===== src/rtl/tmr_pkg.sv =====
// Shared types for the triple-modular-redundancy vote monitor: operating modes and channel indices.
package tmr_pkg;

  typedef enum logic {
    TRIPLE = 1'b0,
    DUPLEX = 1'b1
  } mode_e;

  localparam int CH_A = 0;
  localparam int CH_B = 1;
  localparam int CH_C = 2;

endpackage


===== src/rtl/majority_vote3.sv =====
// Bitwise 2-of-3 majority over three equal-width words; purely combinational.
module majority_vote3 #(
  parameter int WIDTH = 8
) (
  input  logic [WIDTH-1:0] a,
  input  logic [WIDTH-1:0] b,
  input  logic [WIDTH-1:0] c,
  output logic [WIDTH-1:0] maj
);

  assign maj = (a & b) | (a & c) | (b & c);

endmodule


===== src/rtl/tmr_vote_monitor.sv =====
// TMR voter with fault exclusion (TRIPLE -> DUPLEX); result registered, valid one cycle after transfer.
// Single output register: in_ready drops only while a result is held and out_ready is low.
module tmr_vote_monitor
  import tmr_pkg::*;
#(
  parameter int WIDTH       = 8,
  parameter int FAULT_LIMIT = 4,
  parameter int CNT_W       = 8
) (
  input  logic             clk,
  input  logic             rst_n,
  input  logic             in_valid,
  output logic             in_ready,
  input  logic [WIDTH-1:0] a,
  input  logic [WIDTH-1:0] b,
  input  logic [WIDTH-1:0] c,
  input  logic             clear_faults,
  output logic             out_valid,
  input  logic             out_ready,
  output logic [WIDTH-1:0] vote,
  output logic             out_err,
  output logic [2:0]       excluded,
  output logic [CNT_W-1:0] mis_cnt_a,
  output logic [CNT_W-1:0] mis_cnt_b,
  output logic [CNT_W-1:0] mis_cnt_c
);

  localparam int CONS_W = $clog2(FAULT_LIMIT + 1);

  mode_e             mode_q, mode_d;
  logic [2:0]        excluded_q, excluded_d;
  logic [CONS_W-1:0] cons_q [3];
  logic [CONS_W-1:0] cons_d [3];
  logic [CNT_W-1:0]  mis_q  [3];
  logic [CNT_W-1:0]  mis_d  [3];
  logic              out_valid_q, out_valid_d;
  logic [WIDTH-1:0]  vote_q, vote_d;
  logic              out_err_q, out_err_d;

  logic [WIDTH-1:0]  maj;
  logic [WIDTH-1:0]  ch [3];
  logic [WIDTH-1:0]  res_vote;
  logic [WIDTH-1:0]  partner;
  logic              res_err;
  logic [2:0]        hit;
  logic              xfer;

  majority_vote3 #(.WIDTH(WIDTH)) u_maj (
    .a  (a),
    .b  (b),
    .c  (c),
    .maj(maj)
  );

  assign in_ready = !out_valid_q || out_ready;
  assign xfer     = in_valid && in_ready;

  always_comb begin
    ch[CH_A]    = a;
    ch[CH_B]    = b;
    ch[CH_C]    = c;
    mode_d      = mode_q;
    excluded_d  = excluded_q;
    cons_d      = cons_q;
    mis_d       = mis_q;
    out_valid_d = out_valid_q;
    vote_d      = vote_q;
    out_err_d   = out_err_q;
    res_vote    = maj;
    res_err     = 1'b0;
    partner     = '0;
    hit         = '0;

    if (mode_q == DUPLEX) begin
      // Vote follows the lower surviving channel; the other one is only a cross-check.
      if (excluded_q[CH_A]) begin
        res_vote = b;
        partner  = c;
      end else begin
        res_vote = a;
        partner  = excluded_q[CH_B] ? c : b;
      end
      res_err = (res_vote != partner);
    end

    if (xfer) begin
      out_valid_d = 1'b1;
      vote_d      = res_vote;
      out_err_d   = res_err;
      if (mode_q == TRIPLE) begin
        for (int i = 0; i < 3; i++) begin
          if (ch[i] != maj) begin
            cons_d[i] = cons_q[i] + 1'b1;
            hit[i]    = (cons_q[i] == CONS_W'(FAULT_LIMIT - 1));
            if (mis_q[i] != {CNT_W{1'b1}}) mis_d[i] = mis_q[i] + 1'b1;
          end else begin
            cons_d[i] = '0;
          end
        end
        if (|hit) begin
          mode_d     = DUPLEX;
          excluded_d = hit & (~hit + 3'd1);
          for (int i = 0; i < 3; i++) begin
            if (hit[i] && !excluded_d[i]) cons_d[i] = '0;
          end
        end
      end else if (res_err) begin
        for (int i = 0; i < 3; i++) begin
          if (!excluded_q[i] && (mis_q[i] != {CNT_W{1'b1}})) mis_d[i] = mis_q[i] + 1'b1;
        end
      end
    end else if (out_ready) begin
      out_valid_d = 1'b0;
    end

    // Fault bookkeeping is reset last so it beats any same-cycle update; the result path is untouched.
    if (clear_faults) begin
      mode_d     = TRIPLE;
      excluded_d = '0;
      for (int i = 0; i < 3; i++) begin
        cons_d[i] = '0;
        mis_d[i]  = '0;
      end
    end
  end

  always_ff @(posedge clk or negedge rst_n) begin
    if (!rst_n) begin
      mode_q      <= TRIPLE;
      excluded_q  <= '0;
      cons_q      <= '{default: '0};
      mis_q       <= '{default: '0};
      out_valid_q <= 1'b0;
      vote_q      <= '0;
      out_err_q   <= 1'b0;
    end else begin
      mode_q      <= mode_d;
      excluded_q  <= excluded_d;
      cons_q      <= cons_d;
      mis_q       <= mis_d;
      out_valid_q <= out_valid_d;
      vote_q      <= vote_d;
      out_err_q   <= out_err_d;
    end
  end

  assign out_valid = out_valid_q;
  assign vote      = vote_q;
  assign out_err   = out_err_q;
  assign excluded  = excluded_q;
  assign mis_cnt_a = mis_q[CH_A];
  assign mis_cnt_b = mis_q[CH_B];
  assign mis_cnt_c = mis_q[CH_C];

endmodule


===== config.mk =====
export PLATFORM = sky130hd
export DESIGN_NAME = tmr_vote_monitor
export DESIGN_NICKNAME = d
export VERILOG_FILES = /design/src/rtl/tmr_pkg.sv /design/src/rtl/majority_vote3.sv /design/src/rtl/tmr_vote_monitor.sv
export SDC_FILE = /design/constraint.sdc
export NUM_CORES = 1
export LEC_CHECK = 0
export ABC_CLOCK_PERIOD_IN_PS = 2800
export CAP_MARGIN = 30
export CORE_AREA = 4 4 86 88
export DETAILED_ROUTE_END_ITERATION = 7
export DIE_AREA = 0 0 90 92
export PLACE_DENSITY = 0.82
export RECOVER_POWER = 25
export SETUP_SLACK_MARGIN = 0.15
export SLEW_MARGIN = 20
export SYNTH_ARGS = -nofsm -noshare
export SYNTH_HDL_FRONTEND = slang
export SYNTH_SLANG_ARGS = --single-unit

===== constraint.sdc =====
create_clock -name clk -period 2.8 [get_ports clk]
set_input_delay 0.7 -clock clk [delete_from_list [all_inputs] [get_ports clk]]
set_output_delay 0.7 -clock clk [all_outputs]
set_load 0.05 [all_outputs]

# --- Word-level counts from Yosys, hierarchy flattened ---
# Cells that the tools add are included.
totals:
  ff_bits: 47
  latchBits: 0
  ram_bits: 0
  rom_bits: 0
  elab_cells: 119
  mem_count: 0
classes:
  addsub: 7
  multipliers: 0
  div_mod_pow: 0
  magnitude_cmp: 0
  eq_ne: 15
  shifts: 0
  muxes: 49
  bitwise: 7
  n_reduce_logical: 30
ops:
  columns: ["operator", "n"]
  rows:
  - ["8-bit two-way mux", 15]
  - ["24-bit two-way mux", 4]
  - ["9-bit two-way mux", 4]
  - ["8-bit != test", 4]
  - ["3-bit two-way mux", 10]
  - ["8-bit by 1-bit adder with 8-bit output (second input constant)", 3]
  - ["8-bit AND", 3]
  - ["8-bit != test (second input constant)", 3]
  - ["3-bit nonzero test", 6]
  - ["1-bit two-way mux", 16]
  - ["8-bit OR", 2]
  - ["5-bit AND reduction", 3]
  - ["3-bit by 1-bit adder with 3-bit output (second input constant)", 4]
  - ["3-bit by 2-bit != test with 1-bit output (second input constant)", 4]
  - ["3-bit by 2-bit equality test with 1-bit output (second input constant)", 3]
  - ["1-bit logical AND", 7]
  - ["1-bit zero test", 7]
  - ["2-bit nonzero test", 3]
  - ["3-bit AND", 1]
  - ["3-bit inverter", 1]
  - ["3-bit AND reduction", 1]
  - ["3-bit OR reduction", 1]
  - ["2-bit != test (second input constant)", 1]
  - ["2-bit AND reduction", 1]
  - ["1-bit logical OR", 1]

# --- Depth between registers and ports, before layout ---
# Gate-level depths: netlist of run 1.
logic_depth:
  ltp_word: 17
  ltp_mapped: 11

# --- By module ---
# A second synthesis of run 1 with hierarchy kept.
hier_totals:
  hier_cells: 404
  hier_area_um2: 3642.2
modules_own_cells:
  columns: ["mod", "n_inst", "cells_per_inst", "area_each_um2", "seq_area_each_um2"]
  rows:
  - ["tmr_vote_monitor", 1, 396, 3552.2, 1176.1]
  - ["majority_vote3", 1, 8, 90.1, 0.0]

# --- Least setup slack after synthesis of run 1 ---
# No wires, ideal clock.
synth_timing:
  path_type: "input -> register"
  from: "in b[4]"
  to: "reg mis_q, in the netlist mis_cnt_a[0]"
  setup_time_ns: 0.118
  t_arrival_ns: 2.656
  setup_slack_ns: 0.025
  path_stages: 10
  path_buffers: 2
  path_cell_list: "clkbuf_1 > nor4_1 > a21oi_1 > o211a_1 > or4_4 > nor4_4 > o21a_1 > buf_4 > nor3_1 > a21o_1"
synth_via:
  elab_chain_len: 7
  elab_cells_between_ends: 15
  cone_classes: "eq/ne: 3; mux: 6; bitwise: 4; reduce/logical: 2"
synth_lines:
  columns: ["item", "line_no", "text"]
  rows:
  - ["from (decl)", "tmr_vote_monitor.sv:15", "input logic [WIDTH-1:0] b,"]
  - ["8-bit two-way mux", "tmr_vote_monitor.sv:81", "partner = excluded_q[CH_B] ? c : b;"]
  - ["8-bit two-way mux", "tmr_vote_monitor.sv:76", "if (excluded_q[CH_A]) begin"]
  - ["8-bit two-way mux", "tmr_vote_monitor.sv:74", "if (mode_q == DUPLEX) begin"]
  - ["8-bit != test", "tmr_vote_monitor.sv:83", "res_err = (res_vote != partner);"]
  - ["1-bit two-way mux", "tmr_vote_monitor.sv:74", null]
  - ["3-bit by 2-bit != test with 1-bit output (no source line)", null, null]
  - ["5-bit AND reduction (no source line) *", null, null]
  - ["to (signal assigned)", "tmr_vote_monitor.sv:140", "mis_q <= mis_d;"]
  - ["to (decl)", "tmr_vote_monitor.sv:34", "logic [CNT_W-1:0] mis_q [3];"]
# Mark *: on every way between the ends. The rest lies on a longest branch, timed or not. The select of a mux whose other input is x is not followed.
# A chain may end at the register's enable or synchronous reset.

# --- Worst setup path after layout of run 1 ---
layout_timing:
  from: "reg excluded_q[1], in the netlist excluded[1]"
  to: "reg mis_q, in the netlist mis_cnt_b[1]"
layout_via:
  elab_chain_len: 7
  elab_cells_between_ends: 10
  cone_classes: "eq/ne: 3; mux: 4; reduce/logical: 3"
layout_lines:
  columns: ["item", "line_no", "text"]
  rows:
  - ["from (decl)", "tmr_vote_monitor.sv:31", "logic [2:0] excluded_q, excluded_d;"]
  - ["from (signal assigned)", "tmr_vote_monitor.sv:138", "excluded_q <= excluded_d;"]
  - ["8-bit two-way mux", "tmr_vote_monitor.sv:81", null]
  - ["8-bit two-way mux", "tmr_vote_monitor.sv:76", null]
  - ["8-bit two-way mux", "tmr_vote_monitor.sv:74", null]
  - ["8-bit != test", "tmr_vote_monitor.sv:83", null]
  - ["1-bit two-way mux", "tmr_vote_monitor.sv:74", null]
  - ["3-bit by 2-bit != test with 1-bit output (no source line)", null, null]
  - ["5-bit AND reduction (no source line) *", null, null]
# Marks and branches as above.

==> impl_results.md, run 1 <==
* Initial antenna violation count at 0
* Setup Crit Path Kind: reg -> reg
* Crit share post-route at 0.955
* VDD IR max at between 0.3 and 0.4 mV
* Avg Cell Area, Syn at 8.18 um2
* Final Setup Violations at 0
* Post-synthesis sequential area ratio at 0.351
* Clock sink count at 47
* Area Growth Syn to Fin at 47.6%
* Port Buffers at 66
* Finished Cell Area at just under 5000 um2
* Initial core utilization at 0.505
* Yosys warnings at 0
* Delay-heaviest family, CP: simple AND/OR/NAND/NOR gates
* Final Hold Vio Count at 0
* Maximum fanout along the worst path at 7
* Die area at 8280 um2
* Top cells by area, synth: dfrtp_1, a21oi_1, nand2_1
* Most frequent cells in the layout: buf_4, dfrtp_1, nand2_1
* Mapped cell area at about 3400 um2
* Worst Setup Start Kind: register
* Hold Crit Class: reg -> reg
* DP Cell Count at 589
* Worst-Margin Slew at 1130 ps
* Total of max-cap violations at 0
* WP data arrival at 2860 ps
* Tot GR Track Use at 0.253
* ANT nets after route at 0
* Starting DRC count in detailed routing at 280
* Final nets at approximately 570
* Post-Place Setup Slack at -691 ps
* CP peak stage delay at slightly above 500 ps
* FILL cells at roughly 440
* Highest Clock Rate at 374 MHz
* Post-synth top flop: dfrtp_1
* Leak at approximately 2.2 nW
* Synth cell types at 61
* Post-Synthesis Cells at 410
* DR vias/cell at 6.10
* Grt ovf at 0
* Relative slew margins at 0.246
* CP dominant cell by count: mux2i_1
* Max Clock Skew at 11.0 ps
* Number of enable flip-flop cells after synthesis at 0
* Post-synth top area share at 0.351
* DIE WIDTH at 90 um
* Non-filler cells, final at 616
* Clk_lat worst skew at 310 ps
* CTS tree: done
* Largest net degree at the start of global routing at 40
* Min Tclk post-route at 2680 ps
* Via count at 3756
* #FFs+latches synth at between 40 and 50
* DP HPWL at 6720 um
* Max clock buf depth at 2
* DRC Markers at 0
* Post-DR wirelength/cell at 17.6 um
* Synthesized Nets at approximately 450
* Routed Wire Length at 10800 um
* Most common cell after layout, fill and taps aside: buf_4
* DRT Pass-1 Iters at 5
* Die height at roughly 92 um
* # rows at 30
* Slowest CP cell: or4_4
* Clk pin slew, worst setup/hold paths at 100 ps
* Number of global-route vias before repair at between 3000 and 4000
* Root Buffer: clkbuf_8
* Setup slack after layout at 125 ps
* I/O Pins at 67
* Power density over the cells at 394 nW/um2
* CTS Buf Count at 5
* Cell taking the most area after synthesis: dfrtp_1
* Critical Path RT at around 3000 ps
* Unrepaired setup endpoints after global routing: true
* Max-slew violation count at 0
* CP bufs+invs at 3
* Routability cong. at approximately 0.90
* First-pass GRT wire length at 17300 um
* CTS HTree Levels at 2
* Placed cell areas at 4500 um2
* Layout cells sized above 1 at 0.276
* Ys async rst share at 1.00
* Core area at roughly 6600 um2
* CP cell instances: buf_6 > mux2i_1 > xor2_1 > a21oi_1 > or4_4 > nor4_4 > buf_4 > a2bb2oi_4 > buf_12 > mux2i_1 > nor2_1
* Critical Path Sink Type: register
* Ant. Diodes at 0
* Outcome: completed
-- metrics by stage --
stage	hold WS (ps)	power (W)	utilization	setup TNS, ps
6_report	476	0.00195	0.745	0
5_1_grt	516	0.00202	0.745	0
4_1_cts	481	0.00193	0.730	0
3_5_place_dp	461	0.00135	0.678	-17860
3_3_place_gp	459	0.00134	0.678	-15230
2_1_floorplan	404	0.00111	-	0
-- where the power goes --
| part | internal (W) | switching (W) |
|---|---|---|
| clock | 0.000294 | 0.000262 |
| sequential | 0.000720 | 0.0000417 |
| combinational | 0.000269 | 0.000362 |
-- registers in the layout (all words and copies together) (netlist names) --
| signal | count |
|---|---|
| cons_q | 9 |
| mis_cnt_a | 8 |
| mis_cnt_b | 8 |
| mis_cnt_c | 8 |
| vote | 8 |
| excluded | 3 |
| mode_q | 1 |
| out_err | 1 |
| out_valid | 1 |
-- tightest hold or removal path, stage by stage, from the launching register on --
cell and delay [ps]:
dfrtp_1 350, nand2_1 50, o41ai_1 50
-- per-layer routing --
metal  wire, um  GRT usage  vias to the layer above
met2       5400      0.434                      163
met4        347      0.103                        0
met3        690     0.0451                       42
met5          0          0                        -
met1       4400      0.315                     1803
li1           -          -                     1748
-- path summary, 6_finish.rpt --
| kind | start | end | slack (ps) | cells after the start |
|---|---|---|---|---|
| max | excluded[1]$_DFFE_PN0P_ | mis_cnt_b[1]$_DFFE_PN0P_ | 120 | 11 |
| min in group asynchronous | rst_n | mis_cnt_a[7]$_DFFE_PN0P_ | 580 | 1 |
| min reg2reg | vote[0]$_DFFE_PN0P_ | vote[0]$_DFFE_PN0P_ | 480 | 2 |
| max in group asynchronous | rst_n | mis_cnt_a[5]$_DFFE_PN0P_ | 620 | 3 |
| min | vote[0]$_DFFE_PN0P_ | vote[0]$_DFFE_PN0P_ | 480 | 2 |
| max reg2reg | excluded[1]$_DFFE_PN0P_ | mis_cnt_b[1]$_DFFE_PN0P_ | 120 | 11 |
-- synthesized netlist by cell type (2+ instances only) --
library cell and number:
a21oi_1 33, o21ai_1 18, a22o_1 6, o21ai_0 15, o22ai_1 2, a31oi_1 2, a21o_1 3, a211oi_1 12
nand3_1 13, mux2_1 2, a311o_1 2, nor2b_1 9, and3b_1 4, dfrtp_1 47, buf_2 3, and2_1 4
buf_4 3, buf_1 3, inv_1 13, nor3_1 8, nor3b_1 7, nor4_1 4, or3b_2 2, nand2b_1 16
o2111ai_1 3, xor2_1 2, o41ai_1 8, clkbuf_1 19, and2b_1 2, mux2i_1 8, a22oi_1 3, nand4_1 2
xnor2_1 2, and3_1 5, nand3b_1 4, or3_1 16, ha_1 9, nor2_1 30, nand2_1 44
-- final cells by class --
cell class | count | area, um2 | area share
clock inverter | 2 | 38.8 | 0.00784
clock buffer | 6 | 82.6 | 0.0167
timing repair buffer | 147 | 1300 | 0.264
sequential | 47 | 1180 | 0.238
inverter | 13 | 48.8 | 0.00986
tap | 80 | 100 | 0.0202
multi-input combinational | 321 | 2190 | 0.444
-- logic make-up (layout without fill, tap and decap cells) --
family / Yosys count / after routing / synth area share
AO/OA/AOI/OAI: 120 / 120 / 0.234
XOR/XNOR: 4 / 4 / 0.0105
adder cells (fa/ha/maj): 9 / 9 / 0.0336
buffers and inverters: 42 / 168 / 0.0538
flip-flops: 47 / 47 / 0.351
multiplexers: 10 / 10 / 0.0306
AND/OR/NAND/NOR: 178 / 178 / 0.287
-- what timing repair did --
item	in CTS	in global routing
setup endpoints to repair	34	23
gates resized for setup	81	37
gates cloned	2	0
buffers inserted	10	6
hold buffers	0	0
pin swaps	20	15
Power figures use the tool's default switching activity.
==> run 2, diff against run 1 <==
PLACE_DENSITY = 0.75   (was 0.82)
==> run 2 against run 1 <==
  * Register-to-register slack worse by 30 ps
  * Count of clock-buffer cells in the layout stayed put
  * Critical path type unchanged
  * Largest power group unchanged
  * Via count is 1.2% lower
  * Combinational power is 3% higher
  * Hold slack better by 8.5 ps
  * Worst setup slack worse by 32 ps
==> impl_results.md, run 2 (synthesis gave the netlist of run 1 again) <==
* Outcome: completed (unchanged)
* CTS HTree Levels at 2 (unchanged)
* Root Buffer: clkbuf_8 (unchanged)
* Clk pin slew, worst setup/hold paths at 100 ps (about the same)
* DRC Markers at 0 (unchanged)
* ANT nets after route at 0 (unchanged)
* Register area at 1180 um2 (unchanged)
* DRT Pass-1 Iters at 5 (unchanged)
* Max-slew violation count at 0 (unchanged)
* Power density over the cells at 401 nW/um2 (was 394 nW/um2)
* Non-filler cells, final at 613 (was 616)
* Grt ovf at 0 (unchanged)
* Layout cells sized above 1 at 0.266 (was 0.276)
* Multi-input gate area at 2250 um2 (was 2190 um2)
* Final Hold Vio Count at 0 (unchanged)
* DP Cell Count at 588 (was 589)
* Final Setup Violations at 0 (unchanged)
* Starting DRC count in detailed routing at 228 (was 280)
* Setup slack after layout at 92.5 ps (was 125 ps)
* # hold bufs at CTS at 0 (unchanged)
* Hold Slack at 485 ps (was 476 ps)
* Initial antenna violation count at 0 (unchanged)
* DP HPWL at 6820 um (was 6720 um)
* VDD IR max at 0.411 mV (was 0.359 mV)
* CTS Buf Count at 5 (unchanged)
* Total of max-cap violations at 0 (unchanged)
* Crit share post-route at 0.967 (was 0.955)
* Post-Place Setup Slack at -610 ps (was -691 ps)
* Clock sink count at 47 (unchanged)
* Finished Cell Area at 5030 um2 (was 4950 um2)
* Number of global-route vias before repair at 3550 (was 3729)
* Setup Crit Path Kind: reg -> reg (unchanged)
* Min Tclk post-route at 2710 ps (was 2680 ps)
* Core area at 6640 um2 (unchanged)
* Max clock buf depth at 2 (unchanged)
* Most frequent cells in the layout: buf_4, dfrtp_1, nand2_1 (unchanged)
* Via count at 3711 (was 3756)
* Routed Wire Length at 10600 um (was 10800 um)
* First-pass GRT wire length at 16800 um (was 17300 um)
* Routability cong. at 0.915 (was 0.904)
* Worst-Margin Slew at 1260 ps (was 1130 ps)
* Largest net degree at the start of global routing at 31 (was 40)
* WP data arrival at 2890 ps (was 2860 ps)
* # rows at 30 (unchanged)
* Final nets at 570 (was 573)
* Area Growth Syn to Fin at 50.2% (was 47.6%)
* Maximum fanout along the worst path at 8 (was 7)
* FILL cells at 480 (was 438)
* Unrepaired setup endpoints after global routing: true (unchanged)
* Initial core utilization at 0.505 (unchanged)
* Hold Crit Class: reg -> reg (unchanged)
* Total Neg Setup Slack at 0 ps (unchanged)
* Tot GR Track Use at 0.242 (was 0.253)
* Critical Path Sink Type: register (unchanged)
* Port Buffers at 66 (unchanged)
* I/O Pins at 67 (unchanged)
* Die height at 92 um (unchanged)
* Worst Setup Start Kind: register (unchanged)
* Relative slew margins at 0.161 (was 0.246)
* DIE WIDTH at 90 um (unchanged)
* Die area at 8280 um2 (unchanged)
* Most common cell after layout, fill and taps aside: buf_4 (unchanged)
* Max Clock Skew at 13.7 ps (was 11.0 ps)
* Leak at 2.20 nW (was 2.18 nW)
* CTS tree: done (unchanged)
* Highest Clock Rate at 369 MHz (was 374 MHz)
* DR vias/cell at 6.05 (was 6.10)
* Placed cell areas at 4510 um2 (was 4500 um2)
* Max FFs per register at 9 (unchanged)
* Largest Register: cons_q (unchanged)
* Post-DR wirelength/cell at 17.2 um (was 17.6 um)
* Ant. Diodes at 0 (unchanged)
* Critical Path RT at 2980 ps (was 2990 ps)
* Clk_lat worst skew at 310 ps (about the same)
==> run 2: changes by cell type in the layout (fill, tap and decap cells not counted), sizes merged <==
| cell | previous run | this run |
|---|---|---|
| buf | 89 | 83 |
| dlygate4sd2 | 7 | 10 |
| clkbuf | 13 | 10 |
| clkdlybuf4s15 | 4 | 7 |
| bufinv | 1 | 2 |
| inv | 14 | 13 |
==> run 2: power breakdown <==
part | switching [W] | internal (W) | total [W]
sequential | 0.0000406 | 0.000720 | 0.000760
combinational | 0.000368 | 0.000282 | 0.000650
clock | 0.000249 | 0.000357 | 0.000606
total | 0.000658 | 0.00136 | 0.00202
==> run 2: layout make-up <==
class / instances / area share
multi-input combinational: 321 / 0.447
inverter: 13 / 0.00969
clock inverter: 2 / 0.0119
timing repair buffer: 144 / 0.263
clock buffer: 6 / 0.0144
sequential: 47 / 0.234
tap: 80 / 0.0199
==> run 2: final timing paths <==
path,startpoint,end,slack (ps),cells past startpoint
min in group asynchronous,rst_n,vote[4]$_DFFE_PN0P_,630,1
worst max register to register,excluded[1]$_DFFE_PN0P_,mis_cnt_a[5]$_DFFE_PN0P_,90,11
worst min-delay path,vote[2]$_DFFE_PN0P_,vote[2]$_DFFE_PN0P_,480,2
worst max-delay path,excluded[1]$_DFFE_PN0P_,mis_cnt_a[5]$_DFFE_PN0P_,90,11
max in group asynchronous,rst_n,excluded[1]$_DFFE_PN0P_,750,2
worst min register to register,vote[2]$_DFFE_PN0P_,vote[2]$_DFFE_PN0P_,480,2
==> run 2: worst max-delay path, cell delays in order (launching register included) <==
cell	delay, ps
dfrtp_2	450
buf_6	150
nor4_4	280
a21oi_2	50
o211a_1	130
or4_4	530
nor4_4	310
buf_4	190
o21a_2	170
clkbuf_16	150
or3_1	100
a21oi_1	60
==> run 2: repair_timing <==
item	in CTS	in global routing
cloned	1	1
endpoints found under the setup margin	34	34
resized for setup	82	36
setup buffers	9	6
pin swaps	16	21
==> run 2: per-layer routing <==
| layer | up-vias | global-route usage | wire (um) |
|---|---|---|---|
| met3 | 25 | 0.0369 | 434 |
| met2 | 121 | 0.418 | 5310 |
| met4 | 0 | 0.0880 | 285 |
| met5 | - | 0 | 0 |
| li1 | 1735 | - | - |
| met1 | 1830 | 0.307 | 4540 |
==> run 2: metrics by stage <==
step,total power (W),utilization
2_1_floorplan,0.00111,-
3_3_place_gp,0.00134,0.679
3_5_place_dp,0.00135,0.679
4_1_cts,0.00198,0.732
5_1_grt,0.00210,0.758
6_report,0.00202,0.758
==> run 3, diff against run 2 <==
PLACE_DENSITY = 0.83   (was 0.75)
==> run 3 against run 2 <==
  * Hold slack improved by 4.8 ps
  * Wire length increased by 0.70%
  * Critical path type unchanged
  * Combinational power decreased by 5.7%
  * First-iteration DRC count decreased by 3.1%
  * Critical endpoint is now mis_cnt_c[5]$_DFFE_PN0P_
==> impl_results.md, run 3 (synthesis gave the netlist of run 1 again) <==
* Outcome: completed (unchanged)
* Final Hold Vio Count at 0 (unchanged)
* Port Buffers at 66 (unchanged)
* Largest net degree at the start of global routing at 28 (was 31)
* Non-filler cells, final at 606 (was 613)
* Hold Crit Class: reg -> reg (unchanged)
* Clock sink count at 47 (unchanged)
* Relative slew margins at 0.0512 (was 0.161)
* CP cell instances: buf_4 > nor4_2 > a21oi_1 > o211a_1 > or4_4 > nor4_4 > o31a_2 > nor3_2 > mux2_4 (was buf_6 > nor4_4 > a21oi_2 > o211a_1 > or4_4 > nor4_4 > buf_4 > o21a_2 > clkbuf_16 > or3_1 > a21oi_1)
* Critical Path Sink Type: register (unchanged)
* CTS HTree Levels at 2 (unchanged)
* Routed Wire Length at 10600 um (about the same)
* Grt ovf at 0 (unchanged)
* I/O Pins at 67 (unchanged)
* Min-Delay Path Depth at 2 (unchanged)
* Max clock buf depth at 2 (unchanged)
* Initial antenna violation count at 0 (unchanged)
* DRT Pass-1 Iters at 7 (was 5)
* CP peak stage delay at 550 ps (was 530 ps)
* Total of max-cap violations at 0 (unchanged)
* Delay-heaviest family, CP: simple AND/OR/NAND/NOR gates (unchanged)
* Util after Layout at 0.728 (was 0.758)
* Final Setup Violations at 0 (unchanged)
* Root Buffer: clkbuf_8 (unchanged)
* # hold bufs at CTS at 0 (unchanged)
* Initial core utilization at 0.505 (unchanged)
* Max FFs per register at 9 (unchanged)
* ANT nets after route at 0 (unchanged)
* CTS Buf Count at 5 (unchanged)
* Die area at 8280 um2 (unchanged)
* DR vias/cell at 6.08 (was 6.05)
* Worst Hold Endpoint: vote[4]$_DFFE_PN0P_ (was vote[2]$_DFFE_PN0P_)
* R2r setup slk at 70 ps (was 90 ps)
* Tot GR Track Use at 0.246 (was 0.242)
* Hold path start: vote[4]$_DFFE_PN0P_ (was vote[2]$_DFFE_PN0P_)
* Clk_lat worst skew at 310 ps (about the same)
* Max-slew violation count at 0 (unchanged)
* WP data arrival at 2940 ps (was 2890 ps)
* Highest Clock Rate at 366 MHz (was 369 MHz)
* DP Cell Count at 586 (was 588)
* R2R depth at 9 (was 11)
* Worst Setup Start Kind: register (unchanged)
* Via count at 3682 (was 3711)
* Leak at 2.11 nW (was 2.20 nW)
* Clk pin slew, worst setup/hold paths at 100 ps (about the same)
* Starting DRC count in detailed routing at 221 (was 228)
* Die height at 92 um (unchanged)
* Slowest CP cell: or4_4 (unchanged)
* Power density over the cells at 379 nW/um2 (was 401 nW/um2)
* Post-DR wirelength/cell at 17.6 um (was 17.2 um)
* CP bufs+invs at 1 (was 3)
* Layout cells sized above 1 at 0.268 (was 0.266)
* Largest Register: cons_q (unchanged)
* DP HPWL at 7010 um (was 6820 um)
* Maximum fanout along the worst path at 6 (was 8)
* FILL cells at 446 (was 480)
* Worst r2r dst: mis_cnt_c[5]$_DFFE_PN0P_ (was mis_cnt_a[5]$_DFFE_PN0P_)
* Final nets at 563 (was 570)
* Worst-Margin Slew at 1420 ps (was 1260 ps)
* Total Neg Setup Slack at 0 ps (unchanged)
* VDD IR max at 0.314 mV (was 0.411 mV)
* Ant. Diodes at 0 (unchanged)
* Area Growth Syn to Fin at 44.4% (was 50.2%)
* Number of global-route vias before repair at 3588 (was 3550)
* # rows at 30 (unchanged)
* Routability cong. at 0.857 (was 0.915)
* Setup Crit Path Kind: reg -> reg (unchanged)
* Max Clock Skew at 10.4 ps (was 13.7 ps)
* RR Startpoint: excluded[1]$_DFFE_PN0P_ (unchanged)
* DRC Markers at 0 (unchanged)
* Most common cell after layout, fill and taps aside: buf_4 (unchanged)
* Most frequent cells in the layout: buf_4, dfrtp_1, nand2_1 (unchanged)
* Unrepaired setup endpoints after global routing: true (unchanged)
* CTS tree: done (unchanged)
* Crit share post-route at 0.975 (was 0.967)
* DIE WIDTH at 90 um (unchanged)
* First-pass GRT wire length at 17000 um (was 16800 um)
* Core area at 6640 um2 (unchanged)
* Critical Path RT at 3010 ps (was 2980 ps)
* Min Tclk post-route at 2730 ps (was 2710 ps)
run 3: tightest hold or removal path, stage by stage, from the launching register on:
cell     delay, ps
dfrtp_1        360
nand2_1         50
o41ai_1         50
run 3: worst max path at each step:
| stage | startpoint | to | slack (ps) | depth (start not counted) |
|---|---|---|---|---|
| after floorplan | b[4] | mis_cnt_b[1]$_DFFE_PN0P_ | 40 | 10 |
| after global placement | c[7] | mis_cnt_b[1]$_DFFE_PN0P_ | -570 | 11 |
| after detailed placement | c[7] | mis_cnt_b[1]$_DFFE_PN0P_ | -600 | 9 |
| after CTS | c[0] | mis_cnt_c[7]$_DFFE_PN0P_ | 150 | 9 |
| after global routing | excluded[1]$_DFFE_PN0P_ | mis_cnt_a[2]$_DFFE_PN0P_ | -8 | 11 |
| final | excluded[1]$_DFFE_PN0P_ | mis_cnt_c[5]$_DFFE_PN0P_ | 70 | 9 |
run 3: timing repair:
action,in CTS,in global routing
buffers inserted,7,2
setup endpoints to repair,33,34
resized for setup,53,51
gates cloned,1,2
pin swaps,17,27
run 3: final cells by class:
type                       count  area (um2)  share of cell area
multi-input combinational    321        2210               0.456
timing repair buffer         137        1210               0.250
sequential                    47        1180               0.244
tap                           80         100              0.0207
clock buffer                   5        68.8              0.0142
inverter                      13        48.8              0.0101
clock inverter                 3        27.5             0.00569
run 3: power breakdown:
part	switching [W]	internal, W
registers	0.0000414	0.000720
logic	0.000358	0.000255
clock network	0.000276	0.000186
total	0.000675	0.00116
run 3: metrics by stage:
stage	power, W	cell area (um2)	hold slack (ps)	setup slack, ps
2_1_floorplan	0.00111	3420	404	38.7
3_5_place_dp	0.00135	4470	469	-598
4_1_cts	0.00181	4670	397	149
3_3_place_gp	0.00133	4470	458	-567
6_report	0.00184	4840	489	69.2
5_1_grt	0.00192	4840	522	-7.52
run 3: per-layer routing:
metal  vias up  part of all wire  track usage
met5         -                 0            0
met4         0             0.033       0.0931
met3        42             0.052       0.0386
met2       158              0.51        0.431
met1      1754              0.41        0.306
li1       1728                 -            -
